<file path="src/rtl/ws2812_chain_driver.sv">
// ws2812_chain_driver: streams LED_NUM 24-bit GRB pixels, MSB first, onto a
// WS2812 chain with exact bit periods, followed by a RESET_CYC latch gap.
// Pixels arrive over a valid/ready interface into a one-deep holding register.
// Optional build macro: WS2812_BRIGHTNESS_EN adds a brightness[7:0] input that
// scales each channel as (c*(brightness+1))>>8 when a pixel enters the shifter.
module ws2812_chain_driver #(
    parameter int unsigned LED_NUM   = 8,
    parameter int unsigned T1H_CYC   = 22,
    parameter int unsigned T1L_CYC   = 10,
    parameter int unsigned T0H_CYC   = 10,
    parameter int unsigned T0L_CYC   = 22,
    parameter int unsigned RESET_CYC = 1350
) (
    input  logic        clk,
    input  logic        rst,
    input  logic        frame_start,
    input  logic        pix_valid,
    output logic        pix_ready,
    input  logic [23:0] pix_data,
`ifdef WS2812_BRIGHTNESS_EN
    input  logic [7:0]  brightness,
`endif
    output logic        busy,
    output logic        frame_done,
    output logic        underrun,
    output logic        WS2812
);

    typedef enum logic [2:0] {
        ST_IDLE     = 3'd0,
        ST_LOAD     = 3'd1,
        ST_BIT_HIGH = 3'd2,
        ST_BIT_LOW  = 3'd3,
        ST_LATCH    = 3'd4
    } state_t;

    // Terminal counts are compared against phase_r, which counts from zero.
    localparam logic [31:0] T1H_LAST   = 32'(T1H_CYC - 1);
    localparam logic [31:0] T1L_LAST   = 32'(T1L_CYC - 1);
    localparam logic [31:0] T0H_LAST   = 32'(T0H_CYC - 1);
    localparam logic [31:0] T0L_LAST   = 32'(T0L_CYC - 1);
    localparam logic [31:0] LATCH_LAST = 32'(RESET_CYC - 1);
    localparam logic [8:0]  LED_NUM_W  = 9'(LED_NUM);

    state_t      state_r, state_nx;
    logic [31:0] phase_r, phase_nx;
    logic [4:0]  bit_r, bit_nx;
    logic [8:0]  sent_r, sent_nx;
    logic [8:0]  acc_r, acc_nx;
    logic [23:0] hold_r, hold_nx;
    logic        hold_full_r, hold_full_nx;
    logic [23:0] shift_r, shift_nx;
    logic        loaded_r, loaded_nx;
    logic        underrun_r, underrun_nx;
    logic        ws_r, ws_nx;
    logic        ready_r, ready_nx;
    logic        busy_r, busy_nx;
    logic        done_r, done_nx;
    logic [23:0] load_px_s;
    logic [31:0] hi_last_s;
    logic [31:0] lo_last_s;

`ifdef WS2812_BRIGHTNESS_EN
    // Scales each 8-bit channel by (br+1)/256; br=255 leaves the pixel unchanged.
    function automatic logic [23:0] scale_px(input logic [23:0] px, input logic [7:0] br);
        logic [15:0] prod;
        logic [23:0] res;
        res = 24'h000000;
        for (int i = 0; i < 3; i++) begin
            prod = {8'd0, px[i*8 +: 8]} * ({8'd0, br} + 16'd1);
            res[i*8 +: 8] = 8'(prod >> 8);
        end
        return res;
    endfunction

    assign load_px_s = scale_px(hold_r, brightness);
`else
    assign load_px_s = hold_r;
`endif

    // The current bit (shift_r[23]) selects the length of both halves.
    assign hi_last_s = shift_r[23] ? T1H_LAST : T0H_LAST;
    assign lo_last_s = shift_r[23] ? T1L_LAST : T0L_LAST;

    // Next-state, datapath and next-output computation.
    always_comb begin
        state_nx     = state_r;
        phase_nx     = phase_r;
        bit_nx       = bit_r;
        sent_nx      = sent_r;
        acc_nx       = acc_r;
        hold_nx      = hold_r;
        hold_full_nx = hold_full_r;
        shift_nx     = shift_r;
        loaded_nx    = loaded_r;
        underrun_nx  = underrun_r;

        case (state_r)
            ST_IDLE: begin
                if (frame_start) begin
                    state_nx     = ST_LOAD;
                    phase_nx     = 32'd0;
                    bit_nx       = 5'd0;
                    sent_nx      = 9'd0;
                    acc_nx       = 9'd0;
                    hold_full_nx = 1'b0;
                    loaded_nx    = 1'b0;
                    underrun_nx  = 1'b0;
                end else begin
                    state_nx = ST_IDLE;
                end
            end
            ST_LOAD: begin
                // First pixel: one edge moves it into the shifter, the next starts the bit.
                if (loaded_r) begin
                    state_nx  = ST_BIT_HIGH;
                    phase_nx  = 32'd0;
                    loaded_nx = 1'b0;
                end else if (hold_full_r) begin
                    shift_nx     = load_px_s;
                    hold_full_nx = 1'b0;
                    bit_nx       = 5'd0;
                    sent_nx      = sent_r + 9'd1;
                    loaded_nx    = 1'b1;
                end else begin
                    loaded_nx = 1'b0;
                end
            end
            ST_BIT_HIGH: begin
                if (phase_r == hi_last_s) begin
                    state_nx = ST_BIT_LOW;
                    phase_nx = 32'd0;
                end else begin
                    phase_nx = phase_r + 32'd1;
                end
            end
            ST_BIT_LOW: begin
                if (phase_r != lo_last_s) begin
                    phase_nx = phase_r + 32'd1;
                end else if (bit_r != 5'd23) begin
                    phase_nx = 32'd0;
                    shift_nx = {shift_r[22:0], 1'b0};
                    bit_nx   = bit_r + 5'd1;
                    state_nx = ST_BIT_HIGH;
                end else if (sent_r < LED_NUM_W) begin
                    // Pixels run back to back; a missing pixel becomes black.
                    phase_nx = 32'd0;
                    bit_nx   = 5'd0;
                    sent_nx  = sent_r + 9'd1;
                    state_nx = ST_BIT_HIGH;
                    if (hold_full_r) begin
                        shift_nx     = load_px_s;
                        hold_full_nx = 1'b0;
                    end else begin
                        shift_nx    = 24'h000000;
                        underrun_nx = 1'b1;
                    end
                end else begin
                    phase_nx = 32'd0;
                    state_nx = ST_LATCH;
                end
            end
            ST_LATCH: begin
                if (phase_r == LATCH_LAST) begin
                    state_nx = ST_IDLE;
                    phase_nx = 32'd0;
                end else begin
                    phase_nx = phase_r + 32'd1;
                end
            end
            default: begin
                state_nx = ST_IDLE;
            end
        endcase

        // Holding register fill; ready_r guarantees it is empty here.
        if (pix_valid && ready_r) begin
            hold_nx      = pix_data;
            hold_full_nx = 1'b1;
            acc_nx       = acc_r + 9'd1;
        end else begin
            hold_nx = hold_nx;
        end

        ws_nx    = (state_nx == ST_BIT_HIGH);
        ready_nx = (state_nx != ST_IDLE) && (state_nx != ST_LATCH) &&
                   !hold_full_nx && (acc_nx < LED_NUM_W);
        done_nx  = (state_nx == ST_LATCH) && (phase_nx == LATCH_LAST);
        busy_nx  = (state_nx != ST_IDLE) && !done_nx;
    end

    // State, datapath and registered outputs; rst abandons any frame in progress.
    always_ff @(posedge clk) begin
        if (rst) begin
            state_r     <= ST_IDLE;
            phase_r     <= 32'd0;
            bit_r       <= 5'd0;
            sent_r      <= 9'd0;
            acc_r       <= 9'd0;
            hold_r      <= 24'h000000;
            hold_full_r <= 1'b0;
            shift_r     <= 24'h000000;
            loaded_r    <= 1'b0;
            underrun_r  <= 1'b0;
            ws_r        <= 1'b0;
            ready_r     <= 1'b0;
            busy_r      <= 1'b0;
            done_r      <= 1'b0;
        end else begin
            state_r     <= state_nx;
            phase_r     <= phase_nx;
            bit_r       <= bit_nx;
            sent_r      <= sent_nx;
            acc_r       <= acc_nx;
            hold_r      <= hold_nx;
            hold_full_r <= hold_full_nx;
            shift_r     <= shift_nx;
            loaded_r    <= loaded_nx;
            underrun_r  <= underrun_nx;
            ws_r        <= ws_nx;
            ready_r     <= ready_nx;
            busy_r      <= busy_nx;
            done_r      <= done_nx;
        end
    end

    assign WS2812     = ws_r;
    assign pix_ready  = ready_r;
    assign busy       = busy_r;
    assign frame_done = done_r;
    assign underrun   = underrun_r;

endmodule

</file>
<file path="config.mk">
export PLATFORM = sky130hd
export DESIGN_NAME = ws2812_chain_driver
export DESIGN_NICKNAME = d
export VERILOG_FILES = /design/src/rtl/ws2812_chain_driver.sv
export SDC_FILE = /design/constraint.sdc
export NUM_CORES = 1
export LEC_CHECK = 0
export CAP_MARGIN = 20
export CORE_AREA = 2 2 115 117
export CTS_CLUSTER_DIAMETER = 30
export CTS_CLUSTER_SIZE = 16
export DETAILED_ROUTE_END_ITERATION = 16
export DIE_AREA = 0 0 117 119
export PLACE_DENSITY = 0.68
export SYNTH_ARGS = -nofsm -noshare
export SYNTH_HDL_FRONTEND = slang
export SYNTH_SLANG_ARGS = --single-unit
</file>
<file path="constraint.sdc">
create_clock -name clk -period 3.59 [get_ports clk]
set_input_delay 0.8975 -clock clk [delete_from_list [all_inputs] [get_ports clk]]
set_output_delay 0.8975 -clock clk [all_outputs]
set_load 0.01 [all_outputs]
</file>
# --- Word level (Yosys, flattened, before mapping) ---
# Cells that the tools add are included.
totals:
  output_inout_bits: 5
  word_cells: 115
  ff_bits: 113
op_classes:
  muxes: 56
  n_lt_le_gt_ge: 2
  addsub: 4
  n_reduce_logical: 19
  n_eq_ne: 20
op_table:
  columns: ["op", "n"]
  rows:
  - ["32-bit two-way mux", 5]
  - ["32-bit case mux with 5 select lines", 1]
  - ["24-bit two-way mux", 6]
  - ["9-bit two-way mux", 9]
  - ["32-bit by 11-bit equality test with 1-bit output (second input constant)", 2]
  - ["24-bit case mux with 2 select lines", 1]
  - ["5-bit two-way mux", 8]
  - ["32-bit by 1-bit adder with 32-bit output (second input constant)", 1]
  - ["32-bit by 5-bit equality test with 1-bit output", 1]
  - ["32-bit by 5-bit != test with 1-bit output", 1]
  - ["9-bit case mux with 3 select lines", 1]
  - ["9-bit by 1-bit adder with 9-bit output (second input constant)", 2]
  - ["9-bit by 4-bit less-than comparator with 1-bit output (second input constant)", 2]
  - ["3-bit two-way mux", 6]
  - ["3-bit case mux with 5 select lines", 1]
  - ["5-bit case mux with 3 select lines", 1]
  - ["1-bit two-way mux", 14]
  - ["2-bit != test (second input constant)", 7]
  - ["6-bit AND reduction", 2]
  - ["3-bit by 2-bit equality test with 1-bit output (second input constant)", 3]
  - ["7-bit AND reduction", 1]
  - ["3-bit equality test (second input constant)", 2]
  - ["1-bit logical AND", 6]
  - ["3-bit != test (second input constant)", 2]
  - ["other kinds (11)", 16]

# --- Longest topological paths before layout ---
logic_depth:
  ltp_word: 9
  depth_mapped: 12

# --- Worst setup path before layout ---
# No wires, ideal clock.
synth_path:
  path_type: "input to register"
  start: "input frame_start"
  end: "register done_r, in the netlist frame_done"
  setup_ps: 88
  stages: 7
  slack_ps: 964
  path_buffers: 0
  arrival_time_ps: 2538
  path_cell_list: "nor2_1 o32ai_1 a21oi_1 o32ai_1 and4_1 nand3_1 nor4_2"
synth_between:
  elab_chain_len: 4
  word_cells_on_any_way: 7
  classes_between: "eq/ne (2); mux (4); reduce/logical (1)"
synth_rtl:
  columns: ["element", "line", "rtl"]
  rows:
  - ["start: declaration", "16", "input logic frame_start,"]
  - ["32-bit two-way mux or 1-bit two-way mux (tied branches)", "100", "if (frame_start) begin"]
  - ["32-bit case mux with 5 select lines or 3-bit case mux with 5 select lines (tied branches)", "98", "case (state_r)"]
  - ["32-bit by 11-bit equality test with 1-bit output or 3-bit equality test (tied branches)", "188", "done_nx = (state_nx == ST_LATCH) && (phase_nx == LATCH_LAST);"]
  - ["1-bit logical AND (*)", "188", null]
  - ["end signal: assignment", "223", "done_r <= done_nx;"]
  - ["end: declaration", "58", "logic done_r, done_nx;"]
# Mark *: on every way between the ends. The rest lies on a longest branch, timed or not.
# A chain may end at the register's enable or synchronous reset.

# --- Worst setup path in the final report ---
layout_path:
  start: "register phase_r[4]"
  end: "register busy_r, in the netlist busy"
layout_between:
  elab_chain_len: 7
  word_cells_on_any_way: 20
  classes_between: "add/sub (1); eq/ne (5); mux (10); reduce/logical (4)"
layout_rtl:
  columns: ["element", "line", "rtl"]
  rows:
  - ["start: declaration", "46", "logic [31:0] phase_r, phase_nx;"]
  - ["start signal: assignment", "211", "phase_r <= phase_nx;"]
  - ["32-bit by 1-bit adder with 32-bit output, or another cell as far along", "134, 139, 168", null]
  - ["32-bit two-way mux, or another cell as far along", "164", "if (phase_r == LATCH_LAST) begin"]
  - ["32-bit case mux with 5 select lines or 3-bit case mux with 5 select lines (tied branches)", "98", null]
  - ["32-bit by 11-bit equality test with 1-bit output or 3-bit equality test (tied branches)", "188", null]
  - ["1-bit logical AND", "188", null]
  - ["1-bit logical NOT", "189", "busy_nx = (state_nx != ST_IDLE) && !done_nx;"]
  - ["1-bit logical AND (*)", "189", null]
  - ["end signal: assignment", "222", "busy_r <= busy_nx;"]
  - ["end: declaration", "57", "logic busy_r, busy_nx;"]
# Marked as above.

==> metrics.txt <==
outcome completed; Core Area about 13000 um2; Hold WS about 0.45 ns; post-route cell area 7050 um2; flop2flop setup slack about 0.45 ns; post-route insts no fill 976; Die Height approximately 120 um; post-synth top area share a little under two fifths; total grt overflow 0; remaining antenna violation count 0; Slew headroom between 20% and 30%; Ports 33; DIE AREA between 10000 and 15000 um2; Inst Count DP about 950; gate count of the mapped netlist 790; maximum root-to-sink buffer count 2; Setup TNS 0 ns; ranking of synthesized cells by area dfxtp_1, a21oi_1, nor2_1; CTS H-tree lvls 4; Reg clk slew, reported paths 0.05 ns; number of post-CTS setup repair buffers 0; drt pass-1 iters 6; critical path class reg -> reg; Critical Path AT between 3 and 4 ns; leak pwr roughly 2.3 nW; syn avg cell area 7.71 um2; met1 usage 30.6%; Post-Syn Nets 823; Area growth syn-to-layout 15.7%; worst skew pair latency around 0.42 ns; Sink Count roughly 110; Rows 42; GR Layer Usage met3 roughly 5.3%; dpl hpwl approximately 10 mm; Critical Path Sink busy; Worst Tran Pin Value roughly 1.1 ns; post-cts resize count 0; total power 3.20 mW; Place WS around 0.48 ns; Layout Utilization a little over half; post-synthesis sequential area ratio a little under two fifths; RR Startpoint phase_r[4]; R2R Path End busy; RSZ-0062 raised after global routing false; origin of the worst setup path phase_r[4]; largest net degree at the start of global routing 57; share of cells above drive strength 1 under 10%; routability-driven placement congestion ratio around 0.94; cell taking the most area after synthesis dfxtp_1; hold_buf cts 0; Mapped Area between 6000 and 7000 um2; first-pass GRT wire length about 26 mm; Placement Cell Area between 6000 and 7000 um2; critical-path maximum fanout 16; # port buffers 32; Final min period around 3.1 ns; Final Cycle Share 87.5%; DR iter-0 viols between 400 and 500; Post-synth EDFFs 0; Vias ~5800; Routed WL approximately 16 mm; post-route worst setup slack 0.449 ns; GR Util met2 between 30% and 40%; Total GRT Usage between 20% and 30%; fin nets slightly above 800; Initial Util a little under half; DRC viols 0; clock buffer count from CTS 17; Fmax about 320 MHz; maxcap violations 0; power per cell area approximately 450 nW/um2; YS warnings 0; Vias/cell ~6; Final setup viols 0; initial antenna violation count 0; Worst Skew 0.00792 ns; max-slew violations 0; final count of hold timing violations 0; DR WL/cell approximately 16 um; Critical Path RT between 3 and 4 ns; worst min path class reg -> reg; die width 117 um; vias in the first global route 5421; CTS tree yes; Post-synth ARST share 0%; Synth cell types 70; worst ir drop on vdd about 300 uV; R2R depth 9; GR peak layer met2; CP Capture Type flop; # diodes 0; startpoint types flop; Seq cells post-synth approximately 110; root buffer cell clkbuf_16; Top FF cell, synth dfxtp_1
[placed cells by master (no fill, tap or decap), types with 6 or more instances in the layout]
cell and count:
a211oi_1 24, a21oi_1 74, a22oi_1 27, and2_1 7, and3_1 13, buf_4 10
clkbuf_16 17, clkdlybuf4s50_1 31, dfxtp_1 113, inv_1 13, nand2_1 89, nand2b_1 15
nand3_1 29, nand4_1 21, nor2_1 94, nor3_1 18, nor4_1 10, o211ai_1 6
o21ai_0 40, o31ai_1 6, or3_1 9, or4_1 6, xnor2_1 9, xor2_1 11
[worst max-delay path: stages (launching register included)]
cell and delay, ns:
dfxtp_1 0.55, nor4bb_1 0.33, o21ai_0 0.19, a211oi_1 0.36, o211ai_1 0.45, buf_4 0.38, a21oi_1 0.17, o211ai_1 0.10
nor4b_1 0.32, a21oi_1 0.13
[synth_stat cells, drive strengths merged, types with 2 or more instances]
library cell and number:
a2bb2oi 2, o21a 2, inv 13, nor4bb 2, buf 22, a31oi 5, nor4 15, clkbuf 41
o31a 4, a311oi 5, nor3 18, mux2i 4, o211ai 6, or3 9, o21ai 41, ha 5
o211a 2, nor2b 3, a211oi 25, and2 7, nand4 22, nand3 31, o31ai 7, nor4b 5
o32ai 4, and3 14, and4 4, o221ai 2, xnor2 9, dfxtp 113, xor2 11, a22oi 27
nand2b 15, nand2 89, a21oi 74, nor2 94, nor3b 5, or2 3, and4b 3, nand3b 5
or4 6, o32a 2, o311ai 2
[how the worst min path moves through the flow]
| stage | from | endpoint | slack [ns] | cells after the start |
|---|---|---|---|---|
| finish | hold_r[4] | hold_r[4] | 0.45 | 2 |
| floorplan | hold_r[0] | hold_r[0] | 0.44 | 2 |
| detailed placement | hold_r[15] | hold_r[15] | 0.45 | 2 |
| global route | hold_r[11] | hold_r[11] | 0.47 | 2 |
| global placement | hold_r[8] | hold_r[8] | 0.45 | 2 |
| CTS | hold_r[15] | hold_r[15] | 0.46 | 2 |
[kinds of logic after synthesis]
kind of cell / count (synthesis) / synth area share [%]
AND/OR/NAND/NOR: 352 / 29.8
AO/OA/AOI/OAI: 219 / 23.0
flip-flops: 113 / 37.1
buffers and inverters: 76 / 5.30
XOR/XNOR: 20 / 2.88
multiplexers: 5 / 0.842
adder cells (fa/ha/maj): 5 / 1.03
[layer usage]
| layer | wire, um | vias to the layer above |
|---|---|---|
| met5 | 0 | - |
| met4 | 400 | 0 |
| met3 | 943 | 38 |
| met2 | 7200 | 197 |
| met1 | 6990 | 2726 |
| li1 | - | 2884 |
[sequential cells by signal, summed over array words and instances (netlist names)]
register	count
loaded_r	1
WS2812	1
frame_done	1
acc_r	9
phase_r	32
state_r	3
bit_r	5
sent_r	9
underrun	1
shift_r	24
busy	1
pix_ready	1
hold_r	24
hold_full_r	1
[cell type report]
class / count / area [um2]
clock buffer: 22 / 464
clock inverter: 9 / 133
fill: 1203 / 5830
inverter: 13 / 48.8
multi-input combinational: 601 / 3510
sequential: 113 / 2260
tap: 176 / 220
timing repair buffer: 42 / 405
[report_power, final]
group	switching [mW]	internal, mW
Sequential	0.0213	1.28
Combinational	0.117	0.0824
Clock	0.581	1.12
Total	0.719	2.49
No activity file was read; power rests on OpenSTA's default activity.
